### src/rtl/vga_timing_pkg.sv
// vga_timing_pkg
// Shared definitions for the VGA raster timing block:
//   - default 640x480 @ 60 Hz timing constants
//   - helpers that derive the full line/frame lengths from the four segments
//   - sync_bundle_t, the {visible, hs, vs} group carried through the delay line
// Sync bits in the bundle are raw "active" flags; polarity is applied only at
// the very output, so the idle bundle is all zeros.
package vga_timing_pkg;

    localparam int DEF_H_DISPLAY = 640;
    localparam int DEF_H_FRONT   = 16;
    localparam int DEF_H_SYNC    = 96;
    localparam int DEF_H_BACK    = 48;
    localparam int DEF_V_DISPLAY = 480;
    localparam int DEF_V_FRONT   = 10;
    localparam int DEF_V_SYNC    = 2;
    localparam int DEF_V_BACK    = 33;

    localparam int COORD_W = 12;

    function automatic int calc_h_total(int display, int front, int sync, int back);
        return display + front + sync + back;
    endfunction

    function automatic int calc_v_total(int display, int front, int sync, int back);
        return display + front + sync + back;
    endfunction

    typedef struct packed {
        logic visible;
        logic hs;
        logic vs;
    } sync_bundle_t;

    localparam sync_bundle_t SYNC_IDLE = '{visible: 1'b0, hs: 1'b0, vs: 1'b0};

endpackage

### src/rtl/vga_timing_gen_delay.sv
// vga_sync_delay
// Fixed-depth shift register for the {visible, hs, vs} bundle, used to keep the
// sync/blank outputs aligned with registered pixel data further downstream.
// Ports:
//   vga_clk  - pixel-domain clock; the line shifts every cycle
//   rst_n    - asynchronous active-low reset, loads every stage with SYNC_IDLE
//   din      - raw bundle decoded from the current counters
//   dout     - bundle delayed by DEPTH cycles (combinational pass-through if 0)
module vga_sync_delay
    import vga_timing_pkg::*;
#(
    parameter int DEPTH = 2
) (
    input  logic         vga_clk,
    input  logic         rst_n,
    input  sync_bundle_t din,
    output sync_bundle_t dout
);

    generate
        if (DEPTH == 0) begin : g_bypass
            assign dout = din;
        end else begin : g_pipe
            sync_bundle_t stages [DEPTH];

            // Stage 0 captures the raw decode; each later stage takes its neighbour.
            always_ff @(posedge vga_clk or negedge rst_n) begin
                if (!rst_n) begin
                    for (int i = 0; i < DEPTH; i++) begin
                        stages[i] <= SYNC_IDLE;
                    end
                end else begin
                    stages[0] <= din;
                    for (int i = 1; i < DEPTH; i++) begin
                        stages[i] <= stages[i-1];
                    end
                end
            end

            assign dout = stages[DEPTH-1];
        end
    endgenerate

endmodule

### src/rtl/vga_timing_gen.sv
// vga_timing_gen
// Raster-scan generator for the Tetris display. Runs free column/row counters
// gated by a pixel tick, decodes visible/hsync/vsync, delays those through
// vga_sync_delay, and produces undelayed frame/vblank strobes plus a frame count.
// Ports:
//   vga_clk      - pixel-domain clock
//   rst_n        - asynchronous active-low reset
//   pix_en       - pixel tick; counters advance only when high
//   vga_row      - current row, 0..V_TOTAL-1
//   vga_col      - current column, 0..H_TOTAL-1
//   video_on     - visible-area flag, delayed PIPE_DELAY cycles
//   hsync/vsync  - sync pulses, delayed PIPE_DELAY cycles, polarity per SYNC_ACTIVE_LOW
//   frame_start  - one-cycle pulse when the counters wrap to (0,0)
//   vblank_start - one-cycle pulse when the counters reach (V_DISPLAY,0)
//   frame_count  - completed frames, wraps at 16 bits
module vga_timing_gen
    import vga_timing_pkg::*;
#(
    parameter int H_DISPLAY       = DEF_H_DISPLAY,
    parameter int H_FRONT         = DEF_H_FRONT,
    parameter int H_SYNC          = DEF_H_SYNC,
    parameter int H_BACK          = DEF_H_BACK,
    parameter int V_DISPLAY       = DEF_V_DISPLAY,
    parameter int V_FRONT         = DEF_V_FRONT,
    parameter int V_SYNC          = DEF_V_SYNC,
    parameter int V_BACK          = DEF_V_BACK,
    parameter bit SYNC_ACTIVE_LOW = 1'b1,
    parameter int PIPE_DELAY      = 2
) (
    input  logic                vga_clk,
    input  logic                rst_n,
    input  logic                pix_en,
    output logic [COORD_W-1:0]  vga_row,
    output logic [COORD_W-1:0]  vga_col,
    output logic                video_on,
    output logic                hsync,
    output logic                vsync,
    output logic                frame_start,
    output logic                vblank_start,
    output logic [15:0]         frame_count
);

    localparam int H_TOTAL = calc_h_total(H_DISPLAY, H_FRONT, H_SYNC, H_BACK);
    localparam int V_TOTAL = calc_v_total(V_DISPLAY, V_FRONT, V_SYNC, V_BACK);

    localparam logic [COORD_W-1:0] H_LAST     = COORD_W'(H_TOTAL - 1);
    localparam logic [COORD_W-1:0] V_LAST     = COORD_W'(V_TOTAL - 1);
    localparam logic [COORD_W-1:0] H_VIS_END  = COORD_W'(H_DISPLAY);
    localparam logic [COORD_W-1:0] V_VIS_END  = COORD_W'(V_DISPLAY);
    localparam logic [COORD_W-1:0] V_VIS_LAST = COORD_W'(V_DISPLAY - 1);
    localparam logic [COORD_W-1:0] HS_START   = COORD_W'(H_DISPLAY + H_FRONT);
    localparam logic [COORD_W-1:0] HS_END     = COORD_W'(H_DISPLAY + H_FRONT + H_SYNC);
    localparam logic [COORD_W-1:0] VS_START   = COORD_W'(V_DISPLAY + V_FRONT);
    localparam logic [COORD_W-1:0] VS_END     = COORD_W'(V_DISPLAY + V_FRONT + V_SYNC);

    sync_bundle_t raw_bundle;
    sync_bundle_t dly_bundle;

    // Counters and strobes. Strobes are registered on the same edge that moves
    // the counters, so they line up with the first cycle of the new position and
    // cannot repeat while pix_en holds the counters still.
    always_ff @(posedge vga_clk or negedge rst_n) begin
        if (!rst_n) begin
            vga_col      <= '0;
            vga_row      <= '0;
            frame_start  <= 1'b0;
            vblank_start <= 1'b0;
            frame_count  <= '0;
        end else begin
            frame_start  <= 1'b0;
            vblank_start <= 1'b0;
            if (pix_en) begin
                if (vga_col == H_LAST) begin
                    vga_col <= '0;
                    if (vga_row == V_LAST) begin
                        vga_row     <= '0;
                        frame_start <= 1'b1;
                        frame_count <= frame_count + 16'd1;
                    end else begin
                        vga_row <= vga_row + 12'd1;
                        if (vga_row == V_VIS_LAST) begin
                            vblank_start <= 1'b1;
                        end
                    end
                end else begin
                    vga_col <= vga_col + 12'd1;
                end
            end
        end
    end

    // Raw decode of the current counters. Visible is qualified with rst_n so a
    // zero-depth build still shows video_on low while held in reset.
    always_comb begin
        raw_bundle         = SYNC_IDLE;
        raw_bundle.visible = rst_n && (vga_col < H_VIS_END) && (vga_row < V_VIS_END);
        raw_bundle.hs      = (vga_col >= HS_START) && (vga_col < HS_END);
        raw_bundle.vs      = (vga_row >= VS_START) && (vga_row < VS_END);
    end

    vga_sync_delay #(
        .DEPTH (PIPE_DELAY)
    ) u_sync_delay (
        .vga_clk (vga_clk),
        .rst_n   (rst_n),
        .din     (raw_bundle),
        .dout    (dly_bundle)
    );

    // Polarity goes on last so idle stages in the delay line read as inactive sync.
    assign video_on = dly_bundle.visible;
    assign hsync    = dly_bundle.hs ^ SYNC_ACTIVE_LOW;
    assign vsync    = dly_bundle.vs ^ SYNC_ACTIVE_LOW;

endmodule

### config.mk
export PLATFORM = sky130hd
export DESIGN_NAME = vga_timing_gen
export DESIGN_NICKNAME = d
export VERILOG_FILES = /design/src/rtl/vga_timing_pkg.sv /design/src/rtl/vga_timing_gen_delay.sv /design/src/rtl/vga_timing_gen.sv
export SDC_FILE = /design/constraint.sdc
export NUM_CORES = 1
export LEC_CHECK = 0
export BUFFER_PORTS_ARGS = -buffer_cell sky130_fd_sc_hd__buf_4
export CORE_UTILIZATION = 35
export DETAILED_ROUTE_END_ITERATION = 10
export SLEW_MARGIN = 10
export SYNTH_ARGS = -nofsm -noshare
export SYNTH_HDL_FRONTEND = slang
export SYNTH_SLANG_ARGS = --single-unit
### constraint.sdc
create_clock -name vga_clk -period 7 [get_ports vga_clk]
set_clock_uncertainty 0.2 [all_clocks]
set_input_delay 1.4 -clock vga_clk [delete_from_list [all_inputs] [get_ports vga_clk]]
set_output_delay 1.4 -clock vga_clk [all_outputs]
set_load 0.01 [all_outputs]
==> results of run 1 <==
==> through the flow <==
step	instances	setup WS [ps]	hold WS [ps]	power, W
detailed placement	346	3290	138	0.000390
finish	354	3650	155	0.000582
global route	354	3410	169	0.000614
floorplan	225	3770	131	0.000354
global placement	346	3360	133	0.000389
CTS	354	3620	160	0.000591
==> layout make-up <==
class,instances,share of cell area [%]
timing repair buffer,48,12.7
tap,77,3.39
clock inverter,2,1.23
sequential,48,42.3
multi-input combinational,162,36.4
clock buffer,6,2.55
inverter,11,1.45
==> worst max-delay path: stages <==
cell and delay (ps):
sky130_fd_sc_hd__buf_4 130, sky130_fd_sc_hd__nand2_1 120, sky130_fd_sc_hd__nor4_2 840, sky130_fd_sc_hd__nand2_2 310, sky130_fd_sc_hd__or3_1 410, sky130_fd_sc_hd__xnor2_1 130
==> state kept, by name, summed over array words and instances (netlist names) <==
register	count
frame_count	16
frame_start	1
u_sync_delay.dout	3
u_sync_delay.g_pipe.stages	3
vblank_start	1
vga_col	12
vga_row	12
==> cells by family (layout without fill, tap and decap cells) <==
logic type	count (synthesis)	count (layout)	share of synthesized area [%]
AND/OR/NAND/NOR	103	103	25.2
flip-flops	48	48	52.3
AO/OA/AOI/OAI	30	30	8.02
XOR/XNOR	24	24	9.16
buffers and inverters	15	67	2.51
adder cells (fa/ha/maj)	5	5	2.73
==> report_power, final <==
part           internal, W   total, W  switching, W
clock network     0.000106   0.000199     0.0000933
registers         0.000291   0.000314     0.0000236
logic            0.0000344  0.0000685     0.0000341
==> per-layer routing <==
| layer | routed length (um) | GRT usage [%] | up-vias |
|---|---|---|---|
| li1 | - | - | 893 |
| met1 | 2460 | 21.4 | 880 |
| met2 | 2460 | 25.6 | 38 |
| met3 | 192 | 3.48 | 6 |
| met4 | 65 | 5.17 | 0 |
| met5 | 0 | 0 | - |
==> layout by cell type (no fill, tap or decap), types with 2 or more instances in the layout <==
cell	instances
sky130_fd_sc_hd__xnor2_1	11
sky130_fd_sc_hd__and3_1	6
sky130_fd_sc_hd__or3_1	3
sky130_fd_sc_hd__nor3_1	8
sky130_fd_sc_hd__xor2_1	13
sky130_fd_sc_hd__o31ai_1	5
sky130_fd_sc_hd__dfrtp_1	48
sky130_fd_sc_hd__and2_1	2
sky130_fd_sc_hd__o21ai_0	15
sky130_fd_sc_hd__nand2b_1	2
sky130_fd_sc_hd__nor2_1	13
sky130_fd_sc_hd__nand4_1	7
sky130_fd_sc_hd__ha_1	5
sky130_fd_sc_hd__inv_1	11
sky130_fd_sc_hd__clkbuf_8	5
sky130_fd_sc_hd__buf_4	48
sky130_fd_sc_hd__or3b_2	2
sky130_fd_sc_hd__nand2_1	28
sky130_fd_sc_hd__nand3_1	13
sky130_fd_sc_hd__a21oi_1	4
sky130_fd_sc_hd__nor4_1	5
==> how the worst max path moves through the flow <==
stage               cells past startpoint  slack, ps   start                     endpoint
floorplan                               6       3770  pix_en      vga_row[10]$_DFFE_PN0P_
global placement                        6       3360  pix_en   frame_count[8]$_DFFE_PN0P_
detailed placement                      6       3290  pix_en  frame_count[15]$_DFFE_PN0P_
CTS                                     6       3620  pix_en  frame_count[15]$_DFFE_PN0P_
global route                            6       3410  pix_en  frame_count[15]$_DFFE_PN0P_
finish                                  6       3650  pix_en   frame_count[8]$_DFFE_PN0P_
==> impl_metrics.py, run 1 <==
metrics = {
    "run_status": {
        "run_status": "finished clean",
    },
    "sta": {
        "clock.fmax_mhz": 299,
        "tns_ps": 0,
        "rsz0062_at_grt": "no",
        "layout_min_cycle_time_ps": 3350,
        "worst_pin_slew_ps": 998,
        "finalCritPeriodShare_pct": 47.8,
        "finalSetupViolations": 0,
        "maxSlewViolCount": 0,
        "final_hold_viol_count": 0,
        "slew_headroom_pct": 32.9,
    },
    "layout": {
        "n_fill_cell": 619,
        "fin_area_um2": 2840,
        "syn2layout_area_growth_pct": 23.9,
        "final-seq-area_um2": 1200,
        "antenna-diode-count": 0,
        "finalNetCount": 284,
        "finish.utilization_pct": 44.8,
        "multi_input_gate_area_um2": 1040,
        "drive_above_1_share_pct": 24.2,
    },
    "worst_setup_path": {
        "timing.critical_path.arrival_ps": 3340,
        "critical_path.endpoint_type": "flip-flop",
        "reg2reg_slack_ps": 4050,
        "start_kind": "primary input",
        "crit_reg_reg_startpoint": "vga_col[7]$_DFFE_PN0P_",
        "cp.required_ps": 6990,
        "critical_path_class": "in -> reg",
        "worstReg2RegEnd": "frame_count[8]$_DFFE_PN0P_",
        "worst_r2r_path_depth": 5,
        "worst-path-max-fanout": 12,
    },
    "placement": {
        "dp.final_hpwl_mm": 3.60,
        "io_buffer_count": 47,
        "routabilityCongestion": 0.792,
        "post_dp_cell_area_um2": 2740,
    },
    "synthesis": {
        "syn-mean-instance-area_um2": 10.2,
        "mappedNetlistNets": 233,
        "synth_most_common_cell": "sky130_fd_sc_hd__dfrtp_1",
        "synth-edff-count": 0,
        "synth_sequential_area_ratio_pct": 52.3,
        "synth_area_leaders": "sky130_fd_sc_hd__dfrtp_1 52%, sky130_fd_sc_hd__xor2_1 5.0%, sky130_fd_sc_hd__nand2_1 4.6%, sky130_fd_sc_hd__xnor2_1 4.2%, sky130_fd_sc_hd__o21ai_0 3.3%",
        "yosys.area.top_type": "sky130_fd_sc_hd__dfrtp_1",
        "mappedNetlistArea_um2": 2290,
        "synth-async-reset-ratio_pct": 100,
        "synth.lib_cells_used.distinct": 41,
        "number_of_warnings_printed_during_yosys_synthesis": 0,
        "dominantRegCellSynth": "sky130_fd_sc_hd__dfrtp_1",
        "syn-instance-count": 225,
        "synth_seq_cells": 48,
        "yosys.area.top_type_share_pct": 52.3,
        "synthTopCellsByCount": "48 x sky130_fd_sc_hd__dfrtp_1, 28 x sky130_fd_sc_hd__nand2_1, 15 x sky130_fd_sc_hd__o21ai_0",
    },
    "floorplanning": {
        "fp-row-count": 29,
        "die-area_um2": 6880,
        "die_width_um": 83.0,
        "start_util_pct": 36.1,
        "die_height_um": 83.0,
        "boundaryPins": 48,
        "fp.coreArea_um2": 6350,
    },
    "route": {
        "drtIter0Drc": 96,
        "post-route-drc-count": 0,
        "postRouteWirelength_mm": 5.17,
        "drt.antenna.violating_nets": 0,
        "drt-vias-per-instance": 5.13,
        "wire_per_inst_um": 14.6,
        "vias": 1817,
        "drt_pass_1_iters": 4,
    },
    "clock_tree": {
        "cts.repair_timing.setup_buffer_count": 0,
        "tritoncts.num_buffers": 5,
        "cts.sinks": 48,
        "ctsLongestPathBuffers": 2,
        "insertion_delay_ps": 300,
        "clk_transition_reported_paths_ps": 90,
        "cts_hold_buffers": 0,
        "tritoncts_clock_tree": "yes",
        "cts.htree.levels": 2,
        "cts.repair.resized": 0,
        "clock_tree.root_cell": "sky130_fd_sc_hd__clkbuf_8",
    },
    "run": {
        "maxCapViolCount": 0,
    },
    "pwr": {
        "power.density_nw_per_um2": 205,
        "power.leakage_nw": 1.34,
        "worst_ir_drop_vdd_uv": 115,
    },
    "grt": {
        "track_usage_pct": 15.9,
        "via_count_of_the_first_global_routing_pass": 1792,
        "grt_first_pass_wirelength_mm": 8.89,
        "number_of_antenna_violations_at_the_first_check_in_global_routing": 0,
        "grt_max_degree": 50,
        "grt_overflow": 0,
    },
    "worst_hold_path": {
        "holdCritPathClass": "reg -> reg",
        "timing.hold.worst_endpoint": "u_sync_delay.dout[0]$_DFF_PN0_",
        "min_path_cells": 0,
        "hold_path_startpoint": "u_sync_delay.g_pipe.stages[3]$_DFF_PN0_",
    },
}
No activity file was read; power rests on OpenSTA's default activity.
==> run 2: changes to the inputs <==
ABC_AREA = 1   (was default)
clock period = 3.1 ns   (was 7 ns; I/O delays follow)
==> run 2 against run 1 <==
- hold slack lost 3.8 ps
- cell count grew 49%
- design area grew 18%
- setup slack lost 2600 ps
- largest cell class is now multi-input gates
- flip-flop and latch count is the same
- core utilization shrank 1.5 points
- highest routed layer unchanged
- via count grew 40%
- area after synthesis grew 22%
- count of clock-buffer cells in the layout shrank 1
- register-to-register slack lost 3000 ps
- sequential power grew 140%
- critical path type is now reg -> reg
==> impl_metrics.py, run 2 <==
metrics = {
    "run_status": {
        "run_status": "finished clean",
    },
    "synthesis": {
        "yosys.area.top_type_share_pct": 42.9,
        "number_of_warnings_printed_during_yosys_synthesis": 0,
        "synthTopCellsByCount": "114 x sky130_fd_sc_hd__nand2_1, 50 x sky130_fd_sc_hd__inv_1, 48 x sky130_fd_sc_hd__dfrtp_1, 39 x sky130_fd_sc_hd__nor2_1, 31 x sky130_fd_sc_hd__nand3_1",
        "dominantRegCellSynth": "sky130_fd_sc_hd__dfrtp_1",
        "synth-async-reset-ratio_pct": 100,
        "syn-mean-instance-area_um2": 7.44,
        "yosys.area.top_type": "sky130_fd_sc_hd__dfrtp_1",
        "mappedNetlistArea_um2": 2800,
        "synth.lib_cells_used.distinct": 24,
        "synth_sequential_area_ratio_pct": 42.9,
        "mappedNetlistNets": 384,
        "synth_most_common_cell": "sky130_fd_sc_hd__nand2_1",
        "syn-instance-count": 376,
        "synth-edff-count": 0,
        "synth_seq_cells": 48,
        "synth_area_leaders": "sky130_fd_sc_hd__dfrtp_1 43%, sky130_fd_sc_hd__nand2_1 15%, sky130_fd_sc_hd__inv_1 6.7%, sky130_fd_sc_hd__nand3_1 5.5%, sky130_fd_sc_hd__nor2_1 5.2%",
    },
    "layout": {
        "fin_area_um2": 3340,
        "syn2layout_area_growth_pct": 19.4,
        "n_fill_cell": 791,
        "finalNetCount": 434,
        "mostFrequentLayoutCell": "sky130_fd_sc_hd__nand2_1",
        "antenna-diode-count": 0,
        "largestRegisters": "frame_count x16, vga_col x12, vga_row x12",
        "largest_reg_flops": 16,
        "max_flop_register": "frame_count",
        "most-common-layout-cells": "114 x sky130_fd_sc_hd__nand2_1, 50 x sky130_fd_sc_hd__inv_1, 48 x sky130_fd_sc_hd__dfrtp_1, 48 x sky130_fd_sc_hd__buf_4, 39 x sky130_fd_sc_hd__nor2_1",
        "finish.utilization_pct": 43.2,
        "drive_above_1_share_pct": 18.1,
    },
    "worst_setup_path": {
        "worstReg2RegEnd": "frame_count[8]$_DFFE_PN0P_",
        "cp.required_ps": 3050,
        "worst-path-max-fanout": 24,
        "crit_reg_reg_startpoint": "vga_row[0]$_DFFE_PN0P_",
        "timing.critical_path.arrival_ps": 2030,
        "critical_path.startpoint": "vga_row[0]$_DFFE_PN0P_",
        "setup.worst_path.end": "frame_count[8]$_DFFE_PN0P_",
        "worst_r2r_path_depth": 7,
        "reg2reg_slack_ps": 1020,
        "start_kind": "flip-flop",
        "critical_path.endpoint_type": "flip-flop",
        "critical_path_class": "reg -> reg",
    },
    "route": {
        "postRouteWirelength_mm": 6.34,
        "post-route-drc-count": 0,
        "drt-vias-per-instance": 4.83,
        "drt_pass_1_iters": 4,
        "wire_per_inst_um": 12.0,
        "drtIter0Drc": 139,
        "drt.antenna.violating_nets": 0,
        "vias": 2547,
    },
    "floorplanning": {
        "die-area_um2": 8350,
        "die_width_um": 91.4,
        "start_util_pct": 36.2,
        "die_height_um": 91.4,
        "fp-row-count": 32,
        "boundaryPins": 48,
        "fp.coreArea_um2": 7730,
    },
    "grt": {
        "grt_met2_usage_pct": 24.7,
        "via_count_of_the_first_global_routing_pass": 2298,
        "grt.met3_usage_pct": 3.52,
        "grt.met1_usage_pct": 22.4,
        "grt_overflow": 0,
        "grt_first_pass_wirelength_mm": 10.8,
        "grt_busiest_layer": "met2",
        "number_of_antenna_violations_at_the_first_check_in_global_routing": 0,
        "track_usage_pct": 16.2,
        "grt_max_degree": 49,
    },
    "placement": {
        "dp.final_hpwl_mm": 4.77,
        "io_buffer_count": 47,
        "post_dp_cell_area_um2": 3240,
        "routabilityCongestion": 0.888,
    },
    "sta": {
        "clock.fmax_mhz": 481,
        "layout_min_cycle_time_ps": 2080,
        "finalCritPeriodShare_pct": 67.0,
        "tns_ps": 0,
        "final_hold_viol_count": 0,
        "worst_pin_slew_ps": 609,
        "finalSetupViolations": 0,
        "maxSlewViolCount": 0,
        "slew_headroom_pct": 59.4,
        "rsz0062_at_grt": "no",
    },
    "pwr": {
        "power.leakage_nw": 1.69,
        "power.density_nw_per_um2": 430,
        "worst_ir_drop_vdd_uv": 263,
    },
    "clock_tree": {
        "tritoncts_clock_tree": "yes",
        "cts.htree.levels": 2,
        "clock_tree.root_cell": "sky130_fd_sc_hd__clkbuf_8",
        "cts.repair.resized": 0,
        "insertion_delay_ps": 300,
        "ctsLongestPathBuffers": 2,
        "cts.sinks": 48,
        "cts_hold_buffers": 0,
        "clk_transition_reported_paths_ps": 80,
        "cts.repair_timing.setup_buffer_count": 0,
        "tritoncts.num_buffers": 5,
    },
    "run": {
        "maxCapViolCount": 0,
    },
    "worst_hold_path": {
        "holdCritPathClass": "reg -> reg",
    },
}
run 2: cell count changes after synthesis, moves of 7 or more:
cell / before / now
sky130_fd_sc_hd__xnor2_1: 11 / 0
sky130_fd_sc_hd__nand4_1: 7 / 16
sky130_fd_sc_hd__inv_1: 11 / 50
sky130_fd_sc_hd__nor2_1: 13 / 39
sky130_fd_sc_hd__nand2_2: 1 / 8
sky130_fd_sc_hd__nand2_1: 28 / 114
sky130_fd_sc_hd__nand3_1: 13 / 31
run 2: area by class of cell:
cell class / count / area, um^2 / share of cell area (%)
Inverter: 51 / 191 / 5.73
Clock inverter: 1 / 30.0 / 0.899
Sequential cell: 48 / 1200 / 36.0
Clock buffer: 5 / 68.8 / 2.06
Tap cell: 102 / 128 / 3.82
Timing Repair Buffer: 48 / 360 / 10.8
Multi-Input combinational cell: 272 / 1360 / 40.7
run 2: how the worst min path moves through the flow:
stage | start | cells past startpoint | end
2_1_floorplan | rst_n | 0 | frame_count[0]$_DFFE_PN0P_
3_3_place_gp | u_sync_delay.g_pipe.stages[5]$_DFF_PN0_ | 0 | u_sync_delay.dout[2]$_DFF_PN0_
3_5_place_dp | u_sync_delay.g_pipe.stages[3]$_DFF_PN0_ | 0 | u_sync_delay.dout[0]$_DFF_PN0_
4_1_cts | u_sync_delay.g_pipe.stages[3]$_DFF_PN0_ | 0 | u_sync_delay.dout[0]$_DFF_PN0_
5_1_grt | u_sync_delay.g_pipe.stages[5]$_DFF_PN0_ | 0 | u_sync_delay.dout[2]$_DFF_PN0_
6_report | u_sync_delay.g_pipe.stages[3]$_DFF_PN0_ | 0 | u_sync_delay.dout[0]$_DFF_PN0_
run 2: power by group:
part           switching, W  total [W]  internal [W]  leakage (nW)
Combinational      0.000143   0.000255      0.000112          1.05
Clock              0.000198   0.000430      0.000232        0.0501
Sequential        0.0000767   0.000752      0.000675         0.591
run 2: stage by stage:
step | instances | setup WS, ps | total power [W] | hold slack [ps]
after floorplan | 376 | 1370 | 0.000890 | 124
final | 527 | 1020 | 0.00144 | 152
after CTS | 527 | 992 | 0.00146 | 153
after global routing | 527 | 801 | 0.00153 | 165
after global placement | 521 | 1090 | 0.00102 | 134
after detailed placement | 521 | 1010 | 0.00102 | 135
run 2: cells by family after synthesis:
family | Yosys count | synth area share, %
AND/OR/NAND/NOR | 225 | 36.7
AO/OA/AOI/OAI | 30 | 5.99
buffers and inverters | 56 | 8.41
flip-flops | 48 | 42.9
adder cells (fa/ha/maj) | 5 | 2.24
XOR/XNOR | 12 | 3.76
run 2: metal layers:
metal | vias up | routed length [um] | share of wire [%]
li1 | 1300 | - | -
met1 | 1173 | 3040 | 48
met2 | 64 | 2850 | 45
met3 | 10 | 338 | 5.3
met4 | 0 | 113 | 1.8
met5 | - | 0 | 0
run 2: critical path: stages, from the launching register on:
cell	delay [ps]
sky130_fd_sc_hd__dfrtp_1	460
sky130_fd_sc_hd__inv_1	90
sky130_fd_sc_hd__ha_1	200
sky130_fd_sc_hd__nand3_1	80
sky130_fd_sc_hd__nor2_1	130
sky130_fd_sc_hd__nand2_2	110
sky130_fd_sc_hd__nor2_4	510
sky130_fd_sc_hd__o21ai_0	160
